## src/rtl/pipeline_mem.sv

```systemverilog
// Memory stage: turns an EX result into an optional aligned dmem access and hands one
// writeback record at a time to WB. Sub-word loads are extracted and extended here.
module pipeline_mem #(
   parameter int ADDR_WIDTH = 64,
   parameter int DATA_WIDTH = 64
) (
   input  logic                  clk,
   input  logic                  reset,
   input  logic                  ex_valid,
   output logic                  ready,
   input  logic [DATA_WIDTH-1:0] ex_res,
   input  logic [DATA_WIDTH-1:0] r2_val_mem,
   input  logic [4:0]            mem_dst_reg,
   input  logic [31:0]           mem_opcode,
   input  logic [2:0]            mem_operation_size,
   input  logic                  ecall_mem,
   output logic                  dmem_req_valid,
   input  logic                  dmem_req_ready,
   output logic                  dmem_req_write,
   output logic [ADDR_WIDTH-1:0] dmem_req_addr,
   output logic [DATA_WIDTH-1:0] dmem_req_wdata,
   output logic [7:0]            dmem_req_wstrb,
   input  logic                  dmem_resp_valid,
   input  logic [DATA_WIDTH-1:0] dmem_resp_rdata,
   output logic                  wb_valid,
   input  logic                  next_stage_ready,
   output logic [4:0]            wb_dst_reg,
   output logic [DATA_WIDTH-1:0] wb_data,
   output logic                  wb_ecall,
   output logic                  misaligned
);

   // state  | meaning
   // IDLE   | no instruction held, accepting
   // REQ    | dmem request presented, waiting for dmem_req_ready
   // WAIT   | load issued, waiting for dmem_resp_valid
   // DONE   | writeback record presented, waiting for next_stage_ready
   typedef enum logic [1:0] {S_IDLE, S_REQ, S_WAIT, S_DONE} state_t;

   state_t                state_q, state_d;
   logic [ADDR_WIDTH-1:0] addr_q, addr_d;
   logic [DATA_WIDTH-1:0] sdata_q, sdata_d;
   logic [4:0]            dst_q, dst_d;
   logic [2:0]            size_q, size_d;
   logic                  store_q, store_d;
   logic                  ecall_q, ecall_d;
   logic                  mis_q, mis_d;
   logic [4:0]            wb_dst_q, wb_dst_d;
   logic [DATA_WIDTH-1:0] wb_data_q, wb_data_d;

   logic                  accept, in_req, in_load, in_store, in_mem, in_mis;
   logic [5:0]            shamt;
   logic [7:0]            base_strb;
   logic [DATA_WIDTH-1:0] rd_sh, ld_data;

   assign in_load  = (mem_opcode == 32'd1);
   assign in_store = (mem_opcode == 32'd2);
   assign in_mem   = in_load | in_store;

   always_comb begin
      case (mem_operation_size[1:0])
         2'd0:    in_mis = 1'b0;
         2'd1:    in_mis = ex_res[0];
         2'd2:    in_mis = |ex_res[1:0];
         default: in_mis = |ex_res[2:0];
      endcase
   end

   assign shamt = {addr_q[2:0], 3'b000};
   assign rd_sh = dmem_resp_rdata >> shamt;

   always_comb begin
      case (size_q[1:0])
         2'd0:    base_strb = 8'h01;
         2'd1:    base_strb = 8'h03;
         2'd2:    base_strb = 8'h0F;
         default: base_strb = 8'hFF;
      endcase
   end

   // size_q[2] selects zero extension; a dword load is never extended
   always_comb begin
      case (size_q[1:0])
         2'd0:    ld_data = size_q[2] ? {{(DATA_WIDTH-8){1'b0}}, rd_sh[7:0]}
                                      : {{(DATA_WIDTH-8){rd_sh[7]}}, rd_sh[7:0]};
         2'd1:    ld_data = size_q[2] ? {{(DATA_WIDTH-16){1'b0}}, rd_sh[15:0]}
                                      : {{(DATA_WIDTH-16){rd_sh[15]}}, rd_sh[15:0]};
         2'd2:    ld_data = size_q[2] ? {{(DATA_WIDTH-32){1'b0}}, rd_sh[31:0]}
                                      : {{(DATA_WIDTH-32){rd_sh[31]}}, rd_sh[31:0]};
         default: ld_data = rd_sh;
      endcase
   end

   assign in_req         = (state_q == S_REQ);
   assign dmem_req_valid = in_req;
   assign dmem_req_write = in_req & store_q;
   assign dmem_req_addr  = in_req ? {addr_q[ADDR_WIDTH-1:3], 3'b000} : '0;
   assign dmem_req_wdata = in_req ? (sdata_q << shamt) : '0;
   assign dmem_req_wstrb = in_req ? (base_strb << addr_q[2:0]) : '0;

   assign wb_valid   = (state_q == S_DONE);
   assign ready      = (state_q == S_IDLE) || ((state_q == S_DONE) && next_stage_ready);
   assign accept     = ex_valid & ready;
   assign wb_dst_reg = wb_dst_q;
   assign wb_data    = wb_data_q;
   assign wb_ecall   = ecall_q;
   assign misaligned = mis_q;

   always_comb begin
      state_d   = state_q;
      addr_d    = addr_q;
      sdata_d   = sdata_q;
      dst_d     = dst_q;
      size_d    = size_q;
      store_d   = store_q;
      ecall_d   = ecall_q;
      mis_d     = mis_q;
      wb_dst_d  = wb_dst_q;
      wb_data_d = wb_data_q;
      case (state_q)
         S_REQ: begin
            if (dmem_req_ready) begin
               if (store_q) begin
                  state_d   = S_DONE;
                  wb_dst_d  = '0;
                  wb_data_d = '0;
               end else begin
                  state_d = S_WAIT;
               end
            end
         end
         S_WAIT: begin
            if (dmem_resp_valid) begin
               state_d   = S_DONE;
               wb_dst_d  = dst_q;
               wb_data_d = ld_data;
            end
         end
         S_DONE: begin
            if (next_stage_ready) state_d = S_IDLE;
         end
         default: ;
      endcase
      // accept is only possible in IDLE or DONE, so it overrides the case above
      if (accept) begin
         addr_d  = ADDR_WIDTH'(ex_res);
         sdata_d = r2_val_mem;
         dst_d   = mem_dst_reg;
         size_d  = mem_operation_size;
         store_d = in_store;
         ecall_d = ecall_mem;
         mis_d   = in_mem & in_mis;
         if (!in_mem) begin
            state_d   = S_DONE;
            wb_dst_d  = mem_dst_reg;
            wb_data_d = ex_res;
         end else if (in_mis) begin
            state_d   = S_DONE;
            wb_dst_d  = '0;
            wb_data_d = '0;
         end else begin
            state_d = S_REQ;
         end
      end
   end

   always_ff @(posedge clk or posedge reset) begin
      if (reset) begin
         state_q   <= S_IDLE;
         addr_q    <= '0;
         sdata_q   <= '0;
         dst_q     <= '0;
         size_q    <= '0;
         store_q   <= 1'b0;
         ecall_q   <= 1'b0;
         mis_q     <= 1'b0;
         wb_dst_q  <= '0;
         wb_data_q <= '0;
      end else begin
         state_q   <= state_d;
         addr_q    <= addr_d;
         sdata_q   <= sdata_d;
         dst_q     <= dst_d;
         size_q    <= size_d;
         store_q   <= store_d;
         ecall_q   <= ecall_d;
         mis_q     <= mis_d;
         wb_dst_q  <= wb_dst_d;
         wb_data_q <= wb_data_d;
      end
   end

endmodule

```

## config.mk

```make
export PLATFORM = sky130hd
export DESIGN_NAME = pipeline_mem
export DESIGN_NICKNAME = d
export VERILOG_FILES = /design/src/rtl/pipeline_mem.sv
export SDC_FILE = /design/constraint.sdc
export NUM_CORES = 1
export LEC_CHECK = 0
export CAP_MARGIN = 20
export CORE_AREA = 2 2 174 176
export DETAILED_ROUTE_END_ITERATION = 7
export DIE_AREA = 0 0 176 178
export PLACE_DENSITY = 0.78
export SLEW_MARGIN = 25
export SYNTH_ARGS = -nofsm -noshare
export SYNTH_HDL_FRONTEND = slang
export SYNTH_SLANG_ARGS = --single-unit
```

## constraint.sdc

```tcl
create_clock -name clk -period 11.6 [get_ports clk]
set_input_delay 1.16 -clock clk [delete_from_list [all_inputs] [get_ports clk]]
set_output_delay 1.16 -clock clk [all_outputs]
set_load 0.02 [all_outputs]
```

[Word-level counts from Yosys, hierarchy flattened]
Cells that the tools add are included.
Storage, ports and cells
  bits in registers: 210
  input bits: 239
  output and inout port bits: 211
Operators by class
  equal/unequal tests: 12
  shift-type cells: 3
  mux-type cells: 31
  bitwise gates (word level): 4
  reductions and logical operators: 9
Operator list (number)
  2-to-1 mux 64 bit: 11
  one-hot mux 64 bit (3 select lines): 1
  one-hot mux 64 bit (2 select lines): 1
  << shifter 64 x 6 -> 64 bit: 1
  >> shifter 64 x 6 -> 64 bit: 1
  == test 32 x 1 -> 1 bit, second input constant: 1
  == test 32 x 2 -> 1 bit, second input constant: 1
  2-to-1 mux 5 bit: 6
  one-hot mux 8 bit (3 select lines): 1
  2-to-1 mux 2 bit: 6
  one-hot mux 5 bit (2 select lines): 1
  == test 2 bit, second input constant: 4
  2-to-1 mux 8 bit: 1
  << shifter 8 x 3 -> 8 bit: 1
  == test 2 x 1 -> 1 bit, second input constant: 3
  logical NOT 2 bit: 3
  inequality test 3 bit, second input constant: 2
  one-hot mux 2 bit (3 select lines): 1
  AND reduction 4 bit: 1
  nonzero test 4 bit: 1
  AND 1 bit: 3
  inequality test 3 x 1 -> 1 bit, second input constant: 1
  one-hot mux 1 bit (3 select lines): 1
  OR reduction 3 bit: 1
  other kinds (5): 5

[Longest topological paths before layout]
Gate-level depths: netlist (run 1).
  depth in word-level cells: 8
  mapped depth: 10
  depth with buffers taken out: 8

[Worst setup path before layout (run 1)]
OpenSTA, ideal clock, no wires.
  path type: register -> output
  start point: reg addr_q[0]
  end point: out dmem_req_wstrb[5]
  arrival time: 2.274 ns
  data required time: 10.440 ns
  setup slack: 8.166 ns
  stages on the path, launching flop included: 9
  cells stage by stage: dfrtp_1 > buf_4 > buf_2 > buf_2 > buf_4 > buf_2 > buf_2 > nor2_1 > nor3b_1
On the way
  longest elaborated chain between the ends: 2
RTL lines
  from (decl): line 41  | logic [ADDR_WIDTH-1:0] addr_q, addr_d;
  from (signal assigned): line 181  | addr_q <= addr_d;
  << shifter 8 x 3 -> 8 bit: line 99  | assign dmem_req_wstrb = in_req ? (base_strb << addr_q[2:0]) : '0;
  2-to-1 mux 8 bit: line 99
  to (decl): line 22  | output logic [7:0] dmem_req_wstrb,
Every way passes these cells.

[Worst setup path after layout (run 1)]
  start point: reg addr_q[1]
  end point: out dmem_req_wdata[49]
On the way
  longest elaborated chain between the ends: 2
RTL lines
  << shifter 64 x 6 -> 64 bit: line 98  | assign dmem_req_wdata = in_req ? (sdata_q << shamt) : '0;
  2-to-1 mux 64 bit: line 98
  to (decl): line 21  | output logic [DATA_WIDTH-1:0] dmem_req_wdata,
Every way passes these cells.

==> results of run 1 <==
[worst min path at each step]
| stage | start | end | slack, ns | depth (start not counted) |
|---|---|---|---|---|
| floorplan | addr_q[3] | addr_q[3] | 0.44 | 2 |
| global placement | addr_q[35] | addr_q[35] | 0.45 | 2 |
| detailed placement | addr_q[28] | addr_q[28] | 0.45 | 2 |
| CTS | addr_q[42] | addr_q[42] | 0.47 | 2 |
| global route | addr_q[63] | addr_q[63] | 0.48 | 2 |
| finish | addr_q[34] | addr_q[34] | 0.46 | 2 |
[power groups by stage]
| stage | clock network [mW] | logic [mW] | registers [mW] |
|---|---|---|---|
| 5_1_grt | 0.824 | 3.04 | 1.43 |
| 4_1_cts | 0.793 | 2.80 | 1.38 |
| 3_5_place_dp | 0 | 2.78 | 1.39 |
| 6_report | 0.787 | 2.83 | 1.39 |
| 3_3_place_gp | 0 | 2.74 | 1.38 |
| 2_1_floorplan | 0 | 1.80 | 1.31 |
[logic make-up (layout without fill, tap and decap cells)]
| logic type | count (synthesis) | in the layout | share of synthesized area, % |
|---|---|---|---|
| AND/OR/NAND/NOR | 720 | 720 | 23.57 |
| AO/OA/AOI/OAI | 253 | 253 | 14.08 |
| flip-flops | 210 | 210 | 40.76 |
| multiplexers | 144 | 144 | 16.67 |
| buffers and inverters | 129 | 515 | 4.328 |
| adder cells (fa/ha/maj) | 5 | 5 | 0.4852 |
| other | 1 | 10 | 0.02909 |
| XOR/XNOR | 1 | 1 | 0.06795 |
[per-layer routing]
layer | global-route usage (%) | wire, um | part of all wire [%] | vias to the layer above
li1 | - | - | - | 5799
met1 | 41.84 | 19820 | 38 | 6304
met2 | 55.45 | 25780 | 49 | 734
met3 | 7.140 | 4907 | 9.3 | 126
met4 | 11.71 | 2050 | 3.9 | 2
met5 | 0 | 12 | 0.023 | -
[worst min-delay path, cell delays in order (launching register included)]
cell and delay (ns):
dfrtp_1 0.33, nand2_1 0.05, nand2_1 0.05
[through the flow]
stage,total power [mW],std cells,util [%],area (um2)
after floorplan,3.109,1465,-,12900
after global placement,4.123,2195,59.42,17470
after detailed placement,4.177,2195,59.43,17470
after CTS,4.975,2240,62.19,18280
after global routing,5.291,2244,62.34,18330
final,5.009,2248,62.37,18340
[cell type report]
class,count,area share [%]
diodes,7,0.09552
clock buffers,33,3.793
clock inverters,12,0.6277
inverters,10,0.2729
multi-input cells,1126,38.82
flip-flops and latches,210,28.70
well taps,390,2.661
repair buffers,460,25.03
[layout by cell type, fill, tap and decap left out, types with 5 or more instances in the layout]
cell type	instances
nor4_1	8
a21oi_1	59
clkinv_2	8
clkbuf_16	25
mux2i_1	64
dfrtp_1	207
o211ai_1	6
nor2_1	104
a211o_1	16
a22o_1	8
clkdlybuf4s50_1	446
and2_1	79
nor2b_1	11
mux2_2	26
nand2_1	481
buf_4	11
mux4_2	53
and3_1	10
inv_1	7
o21ai_0	52
a211oi_1	5
diode_2	7
a221o_1	18
o2bb2ai_1	9
nor3_1	5
o221ai_1	7
a22oi_1	24
o221ai_2	10
a31oi_1	9
a2bb2oi_1	6
==> flow_metrics.env, run 1 <==
export IMPL_syn2layout_area_growth_pct=42.25
export IMPL_p_sw_share_pct=45.31
export IMPL_avgSynthCellArea_um2=8.812
export IMPL_grt_start_max_net_pins=141
export IMPL_power_internal_mw=2.739
export IMPL_nNetsFinal=2077
export IMPL_cts_root_buffer="clkbuf_16"
export IMPL_ys_seq_area_share_pct=40.76
export IMPL_fill_cells=2501
export IMPL_coreArea_um2=29400
export IMPL_worstMarginPinSlew_ns=1.042
export IMPL_netlist_instances=1463
export IMPL_synth_area_um2=12890
export IMPL_synthFlopType="dfrtp_1"
export IMPL_max_slew_margin_rel_pct=30.54
export IMPL_dieArea_um2=31330
export IMPL_start_kind="flop"
export IMPL_routed_via_count=12970
export IMPL_die_w_um=176
export IMPL_async_reset_ff_share_pct=100.0
export IMPL_crit_required_ns=10.44
export IMPL_ant_nets=0
export IMPL_yosys_top_cells_count="482 x nand2_1, 210 x dfrtp_1, 106 x nor2_1"
export IMPL_portBuffers=446
export IMPL_cp_common_cell="mux2i_1"
export IMPL_grt_pass1_wl_um=78030
export IMPL_cts_sinks=210
export IMPL_ir_drop_mv=0.1232
export IMPL_cts_max_level=1
export IMPL_critPathMaxFanout=61
export IMPL_fin_crit_ns=4.899
export IMPL_arrival_ns=3.74
export IMPL_cp_end_kind="output pin"
export IMPL_die_h_um=178
export IMPL_drc=0
export IMPL_yosysTopAreaCell="dfrtp_1"
export IMPL_place_congestion=0.9707
export IMPL_path_clk_slew_ns=0.06
export IMPL_cp_num_buf_inv=2
export IMPL_fin_crit_sh_pct=42.24
export IMPL_postCtsSetupBuffers=0
export IMPL_min_path_type="reg2reg"
export IMPL_yosysTopAreaCellShare_pct=40.76
export IMPL_viasPerCell=5.767
export IMPL_cp_cell_sequence="buf_4 -> mux2i_1 -> o21ai_0 -> mux2i_1 -> nor2_1 -> clkdlybuf4s50_1"
export IMPL_clockPowerShare_pct=15.7
export IMPL_fmax_mhz=204.1
export IMPL_critPathKind="reg2out"
export IMPL_whs_ns=0.4644
export IMPL_grt_total_usage_pct=32.85
export IMPL_r2r_start="addr_q[0]"
export IMPL_layout_drive_gt1_share_pct=8.914
export IMPL_cp_top_family="buffers and inverters"
export IMPL_grt_pass1_vias=12560
export IMPL_fin_ws_ns=6.701
export IMPL_p_sw_mw=2.270
export IMPL_synth_edf_count=0
export IMPL_status="finished, final reports clean"
export IMPL_clock_path_buffers=3
export IMPL_ys_ff_latch=210
export IMPL_cts_buffers=25
export IMPL_finalSetupTns_ns=0
export IMPL_fp_row_count=63
export IMPL_crit_cells=6
export IMPL_overflow=0
export IMPL_multi_input_area_um2=7119
export IMPL_grt_antenna_before_repair=7
export IMPL_rsz0062_at_grt="no"
export IMPL_maxCapViolCount=0
export IMPL_critical_path_max_stage_delay_ns=0.94
export IMPL_cts_hold_buf=0
export IMPL_r2r_setup_slack_ns=7.51
export IMPL_power_density_nw_per_um2=273.1
export IMPL_clock_skew_ns=0.02274
export IMPL_p_leak_nw=8.090
export IMPL_combPwrFrac_pct=56.5
export IMPL_maxSlewViolCount=0
export IMPL_first_iter_violations=1171
export IMPL_cts_tree="done"
export IMPL_synth_most_common_cell="nand2_1"
export IMPL_start_util_pct=43.85
export IMPL_cts_resized=0
export IMPL_pin_count=450
export IMPL_timing_rr_end="wb_data[40]"
export IMPL_wire_per_inst_um=23.38
export IMPL_crit_slowest_cell="dfrtp_4"
export IMPL_cp_startpoint="addr_q[1]"
export IMPL_synth_area_top_cells="dfrtp_1 41%, nand2_1 14%, mux4_2 9.3%"
export IMPL_clock_latency_ns=0.53
export IMPL_synth_cell_types=58
export IMPL_firstDrtPassIters=5
export IMPL_seqCellArea_um2=5264
export IMPL_yosysWarnings=0
export IMPL_r2r_cells=8
export IMPL_endpoint="dmem_req_wdata[49]"
export IMPL_final_hold_viol_count=0
export IMPL_pwr_share_seq_pct=27.8
export IMPL_dpl_hpwl_um=38660
export IMPL_wl_um=52570
export IMPL_final_setup_viol_count=0
export IMPL_dp_slack_ns=6.959
(Power assumes the default switching activity.)
==> run 2, diff against run 1 <==
--- a/config.mk
+++ b/config.mk
@@ -6,10 +6,10 @@
 export NUM_CORES = 1
 export LEC_CHECK = 0
 export CAP_MARGIN = 20
-export CORE_AREA = 2 2 174 176
+export CORE_AREA = 2 2 179 181
 export DETAILED_ROUTE_END_ITERATION = 7
-export DIE_AREA = 0 0 176 178
-export PLACE_DENSITY = 0.78
+export DIE_AREA = 0 0 181 183
+export PLACE_DENSITY = 0.77
 export SLEW_MARGIN = 25
 export SYNTH_ARGS = -nofsm -noshare
 export SYNTH_HDL_FRONTEND = slang
==> constraint.sdc (replaced) <==
create_clock -name clk -period 4.05 [get_ports clk]
set_input_delay 0.405 -clock clk [delete_from_list [all_inputs] [get_ports clk]]
set_output_delay 0.405 -clock clk [all_outputs]
set_load 0.02 [all_outputs]
==> run 2 against run 1 <==
Wire length up 1.8%. Via count is 0.46% higher. Critical path depth did not move. Die area is 5.7% higher. Final cell count grew 0.93%. Clock power grew to 2.7 times the previous value. Sequential cell count is the same. Critical path type unchanged. Critical endpoint is now dmem_req_wdata[39]. Largest power group unchanged. Highest routed layer unchanged.
==> flow_metrics.env, run 2 (synthesis gave the netlist of run 1 again) <==
export IMPL_pwr_share_seq_pct=27.3
export IMPL_ant_nets=0
export IMPL_combPwrFrac_pct=58.0
export IMPL_start_util_pct=41.28
export IMPL_nNetsFinal=2093
export IMPL_wl_um=53510
export IMPL_cts_buffers=24
export IMPL_firstDrtPassIters=6
export IMPL_fp_row_count=65
export IMPL_ir_drop_mv=0.4751
export IMPL_cts_resized=0
export IMPL_clock_latency_ns=0.53
export IMPL_multi_input_area_um2=7114
export IMPL_r2r_cells=8
export IMPL_wire_per_inst_um=23.58
export IMPL_max_slew_margin_rel_pct=32.38
export IMPL_maxCapViolCount=0
export IMPL_cts_sinks=210
export IMPL_final_common_cell="nand2_1"
export IMPL_clock_skew_ns=0.01386
export IMPL_grt_pass1_wl_um=79870
export IMPL_layout_common_cells="481 x nand2_1, 446 x clkdlybuf4s50_1, 207 x dfrtp_1"
export IMPL_critPathKind="reg2out"
export IMPL_power_internal_mw=7.762
export IMPL_whs_ns=0.2639
export IMPL_totalPowerFinal_mw=14.32
export IMPL_final_util_pct=58.97
export IMPL_seqCellArea_um2=5264
export IMPL_portBuffers=446
export IMPL_rsz0062_at_grt="no"
export IMPL_fin_crit_ns=3.727
export IMPL_cts_tree="done"
export IMPL_min_path_type="in2async"
export IMPL_grt_antenna_before_repair=3
export IMPL_fmax_mhz=268.3
export IMPL_finalSetupTns_ns=0
export IMPL_fill_cells=2738
export IMPL_worstMarginPinSlew_ns=1.011
export IMPL_place_congestion=0.9077
export IMPL_dp_cells=2225
export IMPL_drc=0
export IMPL_grt_total_usage_pct=31.48
export IMPL_maxSlewViolCount=0
export IMPL_cp_end_kind="output pin"
export IMPL_cts_max_level=1
export IMPL_grt_start_max_net_pins=90
export IMPL_die_w_um=181
export IMPL_die_h_um=183
export IMPL_p_sw_mw=6.557
export IMPL_cts_hold_buf=0
export IMPL_viasPerCell=5.740
export IMPL_first_iter_violations=1333
export IMPL_p_leak_nw=8.145
export IMPL_routed_via_count=13020
export IMPL_arrival_ns=3.32
export IMPL_overflow=0
export IMPL_fin_crit_sh_pct=92.03
export IMPL_postCtsSetupBuffers=0
export IMPL_syn2layout_area_growth_pct=42.86
export IMPL_dpl_hpwl_um=39980
export IMPL_cts_root_buffer="clkbuf_16"
export IMPL_p_sw_share_pct=45.79
export IMPL_coreArea_um2=31230
export IMPL_grt_pass1_vias=13070
export IMPL_critPathMaxFanout=39
export IMPL_clock_path_buffers=3
export IMPL_crit_required_ns=3.64
export IMPL_start_kind="flop"
export IMPL_status="finished, final reports clean"
export IMPL_pin_count=450
export IMPL_path_clk_slew_ns=0.06
export IMPL_final_setup_viol_count=0
export IMPL_dieArea_um2=33120
export IMPL_clockPowerShare_pct=14.7
export IMPL_final_hold_viol_count=0
export IMPL_fin_cells=2269
export IMPL_power_density_nw_per_um2=777.4
export IMPL_layout_drive_gt1_share_pct=9.705
==> run 2: changes by cell type in the layout (fill, tap and decap cells not counted), moves of 2 or more <==
cell       delta
clkbuf_1      -2
buf_12        +3
buf_4        +16
buf_6         -2
diode_2       -5
bufinv_16     -2
==> run 2: through the flow <==
stage | worst slack [ns] | area, um2
after global placement | 0.5918 | 17670
after floorplan | 0.9168 | 12900
final | 0.3228 | 18420
after CTS | 0.3309 | 18410
after detailed placement | 0.4320 | 17670
after global routing | 0.1455 | 18420
==> run 2: worst paths after layout <==
kind | startpoint | end | slack [ns]
setup reg to reg | state_q[1] | wb_data[41] | 0.82
max in group asynchronous | reset | addr_q[1] | 2.90
setup / recovery | addr_q[1] | dmem_req_wdata[39] | 0.32
hold / removal | reset | addr_q[49] | 0.26
hold reg to reg | addr_q[5] | addr_q[5] | 0.46
min in group clk | r2_val_mem[13] | sdata_q[13] | 0.40
==> run 2: area by class of cell <==
type	instances	share of cell area, %
clock inverters	12	0.3736
clock buffers	30	3.662
multi-input cells	1126	38.63
repair buffers	477	25.77
inverters	10	0.2242
diodes	2	0.02717
well taps	402	2.731
flip-flops and latches	210	28.58
==> run 2: power groups by stage <==
stage               clock, mW  combinational, mW  sequential (mW)
floorplan                   0               5.15             3.76
global placement            0               8.11             3.87
detailed placement          0               8.23             3.91
CTS                      2.12               8.28             3.88
global route             2.21               8.91             4.00
finish                   2.10               8.31             3.91
==> run 2: metal layers <==
| metal | global-route usage (%) | wire, um | up-vias |
|---|---|---|---|
| li1 | - | - | 5824 |
| met1 | 39.68 | 20630 | 6274 |
| met2 | 53.72 | 25830 | 801 |
| met3 | 5.560 | 4645 | 123 |
| met4 | 13.14 | 2394 | 2 |
| met5 | 0 | 12 | - |
==> run 2: worst max-delay path, cell delays in order, from the launching register on <==
cell and delay [ns]:
dfrtp_4 0.64, buf_4 0.35, nor2_1 0.42, and3_1 0.43
nand2_1 0.09, o21ai_0 0.17, clkdlybuf4s50_1 0.68
